[src/rtl/cache_pkg.sv]
// Shared cache constants, refill FSM state type and address field helpers.
// The data way and the cache controller import the same definitions so that
// line geometry is described in exactly one place.
package cache_pkg;

  localparam int ADDR_W   = 32;
  localparam int INDEX_W  = 8;
  localparam int OFFSET_W = 4;
  localparam int BEAT_W   = 32;
  localparam int BEATS    = 4;
  localparam int LINE_W   = BEATS * BEAT_W;
  localparam int CNT_W    = $clog2(BEATS);

  typedef enum logic [1:0] {
    IDLE  = 2'd0,
    REQ   = 2'd1,
    RECV  = 2'd2,
    WRITE = 2'd3
  } refill_state_t;

  // Set index of a byte address: the bits just above the line offset.
  function automatic logic [INDEX_W-1:0] get_index(input logic [ADDR_W-1:0] addr);
    return addr[OFFSET_W +: INDEX_W];
  endfunction

  // Word position of a byte address within its line (byte bits dropped).
  function automatic logic [CNT_W-1:0] get_word_off(input logic [ADDR_W-1:0] addr);
    return addr[2 +: CNT_W];
  endfunction

endpackage

[src/rtl/cache_refill_unit.sv]
// Cache line refill engine: requests a line from memory, assembles four beats
// into a line buffer, forwards the missed word as soon as it arrives and then
// writes the whole line into the data way in a single cycle.
module cache_refill_unit
  import cache_pkg::*;
(
  input  logic                clk,
  input  logic                rst,
  input  logic                req_valid,
  input  logic [ADDR_W-1:0]   req_addr,
  output logic                req_ready,
  output logic                mem_rd_req,
  output logic [ADDR_W-1:0]   mem_rd_addr,
  input  logic                mem_rd_gnt,
  input  logic                mem_rvalid,
  input  logic [BEAT_W-1:0]   mem_rdata,
  input  logic                mem_rlast,
  output logic                way_we,
  output logic [INDEX_W-1:0]  way_windex,
  output logic [LINE_W-1:0]   way_wdata,
  output logic                crit_valid,
  output logic [BEAT_W-1:0]   crit_word,
  output logic                refill_done,
  output logic                proto_err
);

  refill_state_t     r_state;
  logic [CNT_W-1:0]  r_cnt;
  logic [LINE_W-1:0] r_line;
  logic [ADDR_W-1:0] r_addr;
  logic              r_protoErr;

  logic              w_beatAccept;
  logic              w_lastBeat;
  logic              w_isCrit;
  logic              w_unusedAddrBits;

  // Beats only count while receiving; anything on the read channel in IDLE or
  // REQ is noise and must not move the counter or touch the buffer.
  assign w_beatAccept = (r_state == RECV) && mem_rvalid;
  assign w_lastBeat   = (r_cnt == CNT_W'(BEATS - 1));
  assign w_isCrit     = w_beatAccept && (r_cnt == get_word_off(r_addr));

  // Byte-select bits of the miss address never affect a line refill.
  assign w_unusedAddrBits = ^r_addr[1:0];

  // Refill sequencing: latch the miss, wait for grant, collect beats, write.
  // The FSM always takes exactly BEATS beats; a misplaced last marker only
  // raises the sticky protocol error and does not shorten the transfer.
  always_ff @(posedge clk) begin
    if (rst) begin
      r_state    <= IDLE;
      r_cnt      <= '0;
      r_line     <= '0;
      r_addr     <= '0;
      r_protoErr <= 1'b0;
    end else begin
      case (r_state)
        IDLE: begin
          if (req_valid) begin
            r_addr  <= req_addr;
            r_cnt   <= '0;
            r_line  <= '0;
            r_state <= REQ;
          end
        end
        REQ: begin
          if (mem_rd_gnt) begin
            r_state <= RECV;
          end
        end
        RECV: begin
          if (w_beatAccept) begin
            r_line[r_cnt*BEAT_W +: BEAT_W] <= mem_rdata;
            r_cnt <= r_cnt + 1'b1;
            if (mem_rlast != w_lastBeat) begin
              r_protoErr <= 1'b1;
            end
            if (w_lastBeat) begin
              r_state <= WRITE;
            end
          end
        end
        WRITE: begin
          r_state <= IDLE;
        end
        default: begin
          r_state <= IDLE;
        end
      endcase
    end
  end

  // Handshake and memory request outputs; the read address is only driven
  // while the request is outstanding and is line aligned.
  assign req_ready   = (r_state == IDLE);
  assign mem_rd_req  = (r_state == REQ);
  assign mem_rd_addr = mem_rd_req ? {r_addr[ADDR_W-1:OFFSET_W], OFFSET_W'(0)} : '0;

  // The data way write lasts one cycle; the done pulse lets the controller
  // update the tag in the same cycle the data lands.
  assign way_we      = (r_state == WRITE);
  assign refill_done = (r_state == WRITE);
  assign way_windex  = get_index(r_addr);
  assign way_wdata   = r_line;

  // The missed word goes straight from the memory bus to the pipeline.
  assign crit_valid  = w_isCrit;
  assign crit_word   = w_isCrit ? mem_rdata : '0;

  assign proto_err   = r_protoErr;

endmodule

[config.mk]
export PLATFORM = sky130hd
export DESIGN_NAME = cache_refill_unit
export DESIGN_NICKNAME = d
export VERILOG_FILES = /design/src/rtl/cache_pkg.sv /design/src/rtl/cache_refill_unit.sv
export SDC_FILE = /design/constraint.sdc
export NUM_CORES = 1
export LEC_CHECK = 0
export CORE_MARGIN = 3
export CORE_UTILIZATION = 46
export DETAILED_ROUTE_END_ITERATION = 16
export PLACE_DENSITY = 0.81
export RECOVER_POWER = 25
export SLEW_MARGIN = 20
export SYNTH_ARGS = -nofsm -noshare
export SYNTH_HDL_FRONTEND = slang
export SYNTH_SLANG_ARGS = --single-unit
[constraint.sdc]
create_clock -name clk -period 2.9 [get_ports clk]
set_clock_uncertainty 0.2 [all_clocks]
set_input_delay 0.58 -clock clk [delete_from_list [all_inputs] [get_ports clk]]
set_output_delay 0.58 -clock clk [all_outputs]
set_load 0.01 [all_outputs]
==> flow_summary.json <==
{
  "wl_um": 29000,
  "antenna_found_initial": 2,
  "finalWorstSetupSlack_ps": 117,
  "worstPathCellList": "inv_1 -> ha_1 -> buf_4 -> and2_1 -> clkdlybuf4s50_1",
  "seq_cells_post_synth": 163,
  "hold_path.startpoint": "r_addr[19]$_SDFFE_PP0P_",
  "crit_buf_inv": 3,
  "antenna-diode-count": 0,
  "startpoint": "r_state[1]$_SDFFE_PP0P_",
  "detail_route.iter0.violations": 874,
  "timing.final.crit_period_ps": 2780,
  "placedCellCount": 1439,
  "timing.critical_path.fanout_max": 30,
  "internal_reg_to_reg_setup_slack_ps": 300,
  "power.density_cell_area_nw_per_um2": 637,
  "effective_utilization_at_floorplan_pct": 47.2,
  "die_w_um": 140,
  "die_h_um": 140,
  "worst_r2r_path_depth": 7,
  "yosysWarnings": 0,
  "global_route_wire_length_before_repair_um": 44900,
  "dr_total_vias": 8607,
  "leakagePower_nw": 4.79,
  "ioPinCount": 276,
  "final_nets": 1315,
  "largest_family_of_logic_cells_by_synthesized_area": "simple AND/OR/NAND/NOR gates",
  "kind_of_cell_adding_the_most_delay_to_the_critical_path": "buffers and inverters",
  "worstSkewPairLatency_ps": 430,
  "worst_slew_pin_slew_ps": 1250,
  "synth-adder-area-share_pct": 1.52,
  "cts-buffers-inserted": 17,
  "post-synth-top-area-fraction_pct": 39.7,
  "number_of_max_cap_violations": 0,
  "core-area_um2": 17400,
  "wl_per_cell_um": 19.7,
  "gp_congestion": 0.925,
  "critical_path_cell_count": 5,
  "cts-root-to-sink-buffers": 2,
  "yosysSeqAreaShare_pct": 39.7,
  "globalRouteOverflowTotal": 0,
  "timing_max_transition_violations_final": 0,
  "rr_startpoint": "r_state[0]$_SDFFE_PP0P_",
  "num_rows": 48,
  "fp.dieArea_um2": 19500,
  "preCtsSetupSlack_ps": -231,
  "crit_arrival_ps": 2000,
  "run_status": "finished clean",
  "io_buffers": 269,
  "synth_xor_area_share_pct": 0.320,
  "pre_repair_dr_iteration_count": 5,
  "grt_use_total_pct": 28.4,
  "synth_cells": 1016,
  "maximum_clock_rate_mhz": 359,
  "crit_path_top_delay_cell": "sky130_fd_sc_hd__clkdlybuf4s50_1",
  "tritoncts": "built",
  "syn-cell-area_um2": 8220,
  "slew_headroom_pct": 16.6,
  "async_flop_share_pct": 0,
  "min-delay-path-class": "flip-flop to flip-flop",
  "cpPeakStageDelay_ps": 560,
  "cts.htree.levels": 4,
  "critPathKind": "flip-flop to output pin",
  "dominantRegCellSynth": "sky130_fd_sc_hd__dfxtp_1",
  "via_count_of_the_first_global_routing_pass": 7905,
  "grt_max_degree": 119,
  "post_synth_and_or_nand_nor_area_fraction_pct": 32.1,
  "critical_path.reg2reg.endpoint": "way_wdata[79]$_SDFFE_PP0P_",
  "synth-edff-count": 0,
  "antenna_violating_nets_post_route": 0,
  "layoutNonFillerInstCount": 1473,
  "irDropWorstVdd_uv": 518,
  "clock-root-buffer": "sky130_fd_sc_hd__clkbuf_16",
  "ys_top_cells_by_area": "sky130_fd_sc_hd__dfxtp_1 40%, sky130_fd_sc_hd__nand4_1 9.7%, sky130_fd_sc_hd__a21oi_1 7.8%",
  "wp_data_required_ps": 2120,
  "clkSlewWorstSetupHoldPaths_ps": 60,
  "final_hold_viol_count": 0,
  "setup-violations-final": 0,
  "yosys.area.top_type": "sky130_fd_sc_hd__dfxtp_1",
  "synth_cell_type_count": 33,
  "syn2layout_area_growth_pct": 42.5,
  "setup.worst_path.end": "mem_rd_addr[31]",
  "timing.hold.ws_ps": 251,
  "rsz_0062_raised_after_global_routing": "no",
  "avgSynthCellArea_um2": 8.09,
  "total_of_hold_buffers_inserted_after_clock_tree_synthesis": 0,
  "timing.final.crit_share_pct": 96.0,
  "muxShareOfSynthArea_pct": 0.426,
  "worst_setup_path_end_kind": "output pin",
  "drt_drc_violations_left": 0,
  "synthesized_area_fraction_occupied_by_ao_oa_aoi_and_oai_cells_pct": 17.3,
  "cts.sink_count": 163,
  "worst_setup_path_start_kind": "flip-flop",
  "hpwl_um": 19500,
  "avgViaCountPerCell": 5.84,
  "drive_above_1_share_pct": 8.73
}
per-stage QoR:
step	instance area [um^2]	power, mW	setup TNS [ps]	util, %
after floorplan	8230	4.19	0	-
after global placement	11100	5.08	-5800	63.7
after detailed placement	11100	5.10	-6600	63.7
after CTS	11700	7.45	0	67.2
after global routing	11700	7.78	0	67.2
final	11700	7.45	0	67.2
layout make-up:
type / count / area [um^2]
clock buffers: 18 / 439
clock inverters: 14 / 175
well taps: 225 / 282
fillers: 1443 / 5710
flip-flops and latches: 163 / 3260
repair buffers: 333 / 3240
inverters: 4 / 15.0
multi-input cells: 716 / 4290
worst min-delay path by stage:
| stage | to | slack [ps] | cells after the start |
|---|---|---|---|
| finish | r_addr[19]$_SDFFE_PP0P_ | 250 | 2 |
| global route | r_addr[27]$_SDFFE_PP0P_ | 270 | 2 |
| CTS | r_addr[18]$_SDFFE_PP0P_ | 250 | 2 |
| detailed placement | r_addr[18]$_SDFFE_PP0P_ | 240 | 2 |
| global placement | r_addr[17]$_SDFFE_PP0P_ | 240 | 2 |
| floorplan | r_addr[12]$_SDFFE_PP0P_ | 230 | 2 |
kinds of logic (layout without fill, tap and decap cells):
| kind of cell | Yosys count | count (layout) |
|---|---|---|
| other | 1 | 4 |
| flip-flops | 163 | 163 |
| XOR/XNOR | 3 | 3 |
| multiplexers | 3 | 3 |
| AO/OA/AOI/OAI | 270 | 270 |
| buffers and inverters | 140 | 369 |
| adder cells (fa/ha/maj) | 10 | 10 |
| AND/OR/NAND/NOR | 426 | 426 |
metal layers:
metal / vias to the layer above / share of wire [%] / global-route usage, %
li1: 4052 / - / -
met1: 4040 / 44 / 41.2
met2: 450 / 45 / 42.1
met3: 61 / 8.4 / 5.26
met4: 4 / 3.0 / 10.8
met5: - / 0.076 / 0
cell usage in the layout (no fill, tap or decap), types with 17 or more instances in the layout:
cell,count
sky130_fd_sc_hd__o21ai_0,122
sky130_fd_sc_hd__nor4bb_1,32
sky130_fd_sc_hd__and3b_1,33
sky130_fd_sc_hd__and3_1,33
sky130_fd_sc_hd__dlygate4sd3_1,56
sky130_fd_sc_hd__dlygate4sd2_1,33
sky130_fd_sc_hd__nand4_1,128
sky130_fd_sc_hd__clkbuf_16,17
sky130_fd_sc_hd__and2_1,60
sky130_fd_sc_hd__buf_4,49
sky130_fd_sc_hd__a21oi_1,128
sky130_fd_sc_hd__dfxtp_1,162
sky130_fd_sc_hd__nand2_1,94
sky130_fd_sc_hd__clkdlybuf4s50_1,178
sky130_fd_sc_hd__nor2b_1,35
registers in the layout, indices dropped and copies added, names as in the netlist:
signal and count:
r_cnt 2, way_wdata 128, r_state 2, proto_err 1, r_addr 30
worst min-delay path, cell delays in order, from the launching register on:
cell                      delay, ps
sky130_fd_sc_hd__dfxtp_1        310
sky130_fd_sc_hd__nand2_1         50
sky130_fd_sc_hd__a21oi_1         50
synth_stat cells (all sizes together), types with 4 or more instances:
cell type and instances:
clkbuf 65, and3 33, nand2b 5, nor2b 35, dfxtp 163, inv 4
ha 10, and2 61, a21oi 128, a21boi 4, o21ai 128, and3b 34
nor4bb 32, buf 71, a21bo 5, nand2 94, nand4 128
power by group:
part / switching [mW] / leakage [nW] / internal (mW)
registers: 0.0727 / 1.32 / 2.37
logic: 1.71 / 3.17 / 0.940
clock network: 0.979 / 0.294 / 1.39
what timing repair did:
| action | 4_1_cts | 5_1_grt |
|---|---|---|
| cloned | 1 | 0 |
| buffers inserted | 1 | 0 |
| gates resized for setup | 39 | 2 |
| pin swaps | 1 | 0 |
| endpoints found under the setup margin | 33 | 4 |
No activity file was read; power rests on OpenSTA's default activity.
